==> config.mk <==
export PLATFORM = sky130hd
export DESIGN_NAME = refresh_sched
export DESIGN_NICKNAME = d
export VERILOG_FILES = /design/src/rtl/gc_ctrl_pkg.sv /design/src/rtl/ref_timer.sv /design/src/rtl/refresh_sched.sv
export SDC_FILE = /design/constraint.sdc
export NUM_CORES = 1
export LEC_CHECK = 0
export CAP_MARGIN = 20
export CORE_MARGIN = 3
export CORE_UTILIZATION = 32
export CTS_CLUSTER_DIAMETER = 30
export DETAILED_ROUTE_END_ITERATION = 10
export DONT_BUFFER_PORTS = 1
export PLACE_DENSITY = 0.5
export SLEW_MARGIN = 0
export SYNTH_ARGS = -nofsm -noshare
export SYNTH_HDL_FRONTEND = slang
export SYNTH_SLANG_ARGS = --single-unit
==> constraint.sdc <==
create_clock -name clk -period 4.1 [get_ports clk]
set_input_delay 1.23 -clock clk [delete_from_list [all_inputs] [get_ports clk]]
set_output_delay 1.23 -clock clk [all_outputs]
set_load 0.02 [all_outputs]
==> src/rtl/gc_ctrl_pkg.sv <==
// Shared definitions for the refresh scheduler: refresh FSM encoding, default
// row-address width and the fixed READ->WRITE->DONE->IDLE walk.
package gc_ctrl_pkg;

  localparam int ADDR_W_DEF = 3;

  typedef enum logic [1:0] {
    ST_IDLE  = 2'd0,
    ST_READ  = 2'd1,
    ST_WRITE = 2'd2,
    ST_DONE  = 2'd3
  } ref_state_e;

  // Busy states each last one cycle; IDLE leaves only when a launch is granted.
  function automatic ref_state_e ref_next_state(input ref_state_e cur, input logic launch);
    case (cur)
      ST_IDLE:  ref_next_state = launch ? ST_READ : ST_IDLE;
      ST_READ:  ref_next_state = ST_WRITE;
      ST_WRITE: ref_next_state = ST_DONE;
      default:  ref_next_state = ST_IDLE;
    endcase
  endfunction

endpackage

==> src/rtl/ref_timer.sv <==
// Free-running refresh interval down-counter; flags zero for one cycle,
// then reloads PERIOD-1.
module ref_timer #(
  parameter int PERIOD = 64
) (
  input  logic clk,
  input  logic rst,
  output logic o_zero
);

  localparam int              CNT_W  = $clog2(PERIOD);
  localparam logic [CNT_W-1:0] RELOAD = CNT_W'(PERIOD - 1);

  logic [CNT_W-1:0] r_cnt;

  // NOTE: sequential state uses non-blocking assignments so every flop samples pre-edge values.
  always_ff @(posedge clk) begin
    if (rst) begin
      r_cnt <= RELOAD;
    end else if (r_cnt == '0) begin
      r_cnt <= RELOAD;
    end else begin
      r_cnt <= r_cnt - 1'b1;
    end
  end

  assign o_zero = (r_cnt == '0);

endmodule

==> src/rtl/refresh_sched.sv <==
// Refresh scheduler: launches a READ/WRITE/DONE row refresh every REF_PERIOD
// cycles, yielding to user traffic for at most MAX_DEFER cycles.
module refresh_sched
  import gc_ctrl_pkg::*;
#(
  parameter int ADDR_W     = ADDR_W_DEF,
  parameter int REF_PERIOD = 64,
  parameter int MAX_DEFER  = 8
) (
  input  logic              clk,
  input  logic              rst,
  input  logic              wr_req,
  input  logic              rd_req,
  output logic              wr_gnt,
  output logic              rd_gnt,
  output logic [ADDR_W-1:0] ref_mem_addr,
  output logic              ref_rd_en,
  output logic              ref_wr_en,
  output logic              ref_done,
  output logic              ref_busy,
  output logic              urgent
);

  localparam int               DEF_W     = $clog2(MAX_DEFER + 1);
  localparam logic [DEF_W-1:0] DEF_LIMIT = DEF_W'(MAX_DEFER);

  ref_state_e        r_state;
  ref_state_e        w_state_nxt;
  logic              r_pending;
  logic [DEF_W-1:0]  r_defer_cnt;
  logic [ADDR_W-1:0] r_addr;

  logic w_tmr_zero;
  logic w_user_req;
  logic w_want;
  logic w_urgent;
  logic w_launch;

  ref_timer #(
    .PERIOD (REF_PERIOD)
  ) u_timer (
    .clk    (clk),
    .rst    (rst),
    .o_zero (w_tmr_zero)
  );

  assign w_user_req = wr_req | rd_req;
  // A refresh is wanted on the expiry cycle itself, so deferral counts from there.
  assign w_want     = (r_state == ST_IDLE) & (w_tmr_zero | r_pending);
  assign w_urgent   = (r_state == ST_IDLE) & r_pending & (r_defer_cnt == DEF_LIMIT);
  assign w_launch   = w_want & (~w_user_req | w_urgent);

  // NOTE: give every always_comb output a default first so no path can infer a latch.
  always_comb begin
    w_state_nxt = r_state;
    w_state_nxt = ref_next_state(r_state, w_launch);
  end

  always_ff @(posedge clk) begin
    if (rst) begin
      r_state     <= ST_IDLE;
      r_pending   <= 1'b0;
      r_defer_cnt <= '0;
      r_addr      <= '0;
    end else begin
      r_state <= w_state_nxt;

      // Launch wins over a coincident expiry; pending is one bit, never a count.
      if (w_launch) begin
        r_pending <= 1'b0;
      end else if (w_tmr_zero) begin
        r_pending <= 1'b1;
      end

      if (w_launch) begin
        r_defer_cnt <= '0;
      end else if (w_want && w_user_req) begin
        r_defer_cnt <= r_defer_cnt + 1'b1;
      end

      if (r_state == ST_DONE) begin
        r_addr <= r_addr + 1'b1;
      end
    end
  end

  assign ref_mem_addr = r_addr;
  assign ref_busy     = (r_state != ST_IDLE);
  assign ref_rd_en    = (r_state == ST_READ);
  assign ref_wr_en    = (r_state == ST_WRITE);
  assign ref_done     = (r_state == ST_DONE);
  assign urgent       = w_urgent;

  // Write has priority; both grants are suppressed while refreshing or urgent.
  assign wr_gnt = wr_req & ~ref_busy & ~w_urgent;
  assign rd_gnt = rd_req & ~wr_req & ~ref_busy & ~w_urgent;

endmodule

==> results.cfg <==
[outcome]
outcome = completed

[detailed_routing]
detail-route-antenna-nets = 0
drt_iter0_markers = 21
avgRoutedWirePerCell_um = 11.3
dr.pass1.iters = 4
drc = 0
viasPerCell = 4.90
vias = 559
drt-total-wl_um = 1290

[floorplanning]
die_x_um = 56.1
die_height_um = 56.1
rows = 17
ios = 14
dieArea_sq_um = 3140
core_area_sq_um = 2300
start_util_pct = 34.9

[placed_design]
dp_cells = 110
dpl_worst_slack_ps = 1290
io_buffer_count = 0
dpl_cell_area_sq_um = 833
gp_congestion = 0.677
dpl.hpwl_um = 978

[sta]
finalSetupTns_ps = 0
slew_headroom_pct = 68.6
skew_ps = 0.947
setup_viol = 0
finalCriticalPeriod_ps = 2810
fin_crit_sh_pct = 68.5
fmax_mhz = 356
hold-worst-slack_ps = 411
tightest_slew_ps = 470
rsz0062_at_grt = false
finalHoldViolCount = 0
drv_slew = 0
fin_ws_ps = 1290

[logic_synthesis]
synth_top_area_share_pct = 39.9
syn_inst = 83
ys_seq_elements = 16
synthTopCellsByArea = dfxtp_1 (40%), ha_1 (12%), xnor2_1 (5.5%)
synth-edff-count = 0
syn-num-nets = 95
ys_async_sr_fraction_pct = 0
ys.flop_type = dfxtp_1
syn_area_sq_um = 802
synthMostInstantiatedCell = dfxtp_1
ys_top_cells_by_count = dfxtp_1 (16), nor2_1 (10), ha_1 (8)
avgSynthCellArea_sq_um = 9.66
ys.warnings.count = 0
synth_top_area_cell = dfxtp_1
yosysSeqAreaShare_pct = 39.9
synth.distinct_cells = 28

[finish]
fin_util_pct = 37.9
fin_cells = 114
drive_above_1_share_pct = 9.30
diodes = 0
stdcell_area_sq_um = 870
area_growth_pct = 8.42
fin_nets = 99

[setup_path]
critPathTopFamily = simple AND/OR/NAND/NOR gates
crit_buf_inv = 0
path_max_fanout = 4
crit_chain = and4b_1
reg2reg_from = u_timer.r_cnt[0]
critPathRequiredTime_ps = 2870
cpPeakStageDelay_ps = 350
end_kind = output port
startpoint_type = input pin
slowest_stage = and4b_1
worstSetupPathType = in -> out
r2r_cells = 6
r2r-end = r_defer_cnt[2]
crit_arrival_ps = 1580
reg2reg_setup_slack_ps = 2370

[power]
peakVddDrop_v = 0.000117
power.leakage_nw = 0.362
powerDensity_nw_per_um2 = 317
finalPower_mw = 0.276

[clock_network]
cts_num_sinks = 16
ctsResizeCount = 0
cts_buffers = 3
worst_skew_pair.late_latency_ps = 290
path_clk_slew_ps = 90
cts.path.max_buffers = 2
post_cts_buffers = 0
cts_tree = built
cts-root-buf = clkbuf_4
htree_levels = 1
cts_hold_buf = 0

[global_routing]
grt_start_max_net_pins = 10
antenna_found_initial = 0
grt_pass1_vias = 499
grtUsageTotal_pct = 9.04
grt_pass1_wl_um = 2230
grt-ovfl-total = 0

[worst_hold_path]
min_path_type = reg -> reg
min_from = u_timer.r_cnt[0]
holdPathEnd = u_timer.r_cnt[0]
worstHoldPathCells = 1

[job]
maxCapViolations = 0
==> power by group <==
| part | internal (mW) | switching, mW |
|---|---|---|
| Sequential | 0.158 | 0.00196 |
| Clock | 0.0541 | 0.0512 |
| Combinational | 0.00473 | 0.00596 |
==> registers in the layout, summed over array words and instances, names as in the netlist <==
register / count
ref_mem_addr: 3
r_state: 2
r_pending: 1
u_timer.r_cnt: 6
r_defer_cnt: 4
==> per-layer routing <==
metal  routed length (um)  track usage (%)  share of wire (%)  vias up
met3                   73             2.78                5.7        4
met1                  616             11.7                 48      258
met5                    0                0                  0        -
met4                   28             6.10                2.2        0
li1                     -                -                  -      284
met2                  566             12.7                 44       13
==> final cells by class <==
type                            count  area (sq um)
Fill cell                         255          1430
Multi-Input combinational cell     59           452
Sequential cell                    16           320
Clock buffer                        4          36.3
Tap cell                           28          35.0
Inverter                            7          26.3
==> layout by cell type (no fill, tap or decap), drive strengths merged <==
cell     instances
nor2            10
and3             2
nand3            1
mux2i            2
a21oi            5
o21bai           2
nor2b            1
a31oi            1
clkbuf           4
o211ai           1
dfxtp           16
xnor2            5
nand2b           2
and4b            1
or3              2
nor3b            1
o2111ai          1
nor3             1
inv              7
and2             1
xor2             2
o21a             2
ha               8
o21ai            2
nand2            5
nand4b           1
==> worst max path at each step <==
stage | startpoint | to | slack, ps | cells past startpoint
floorplan | wr_req | rd_gnt | 1300 | 1
global placement | wr_req | rd_gnt | 1290 | 1
detailed placement | wr_req | rd_gnt | 1290 | 1
CTS | wr_req | rd_gnt | 1290 | 1
global route | r_state[0] | urgent | 1250 | 4
finish | wr_req | rd_gnt | 1290 | 1
==> cells by family (layout without fill, tap and decap cells) <==
family / Yosys count / in the layout / synth area share, %
compound gates: 14 / 14 / 14.5
fa+ha+maj: 8 / 8 / 12.5
flops: 16 / 16 / 39.9
xor+xnor: 7 / 7 / 7.64
mux: 2 / 2 / 2.50
buf+inv: 8 / 11 / 3.74
simple gates: 28 / 28 / 19.2
No activity file was read; power rests on OpenSTA's default activity.
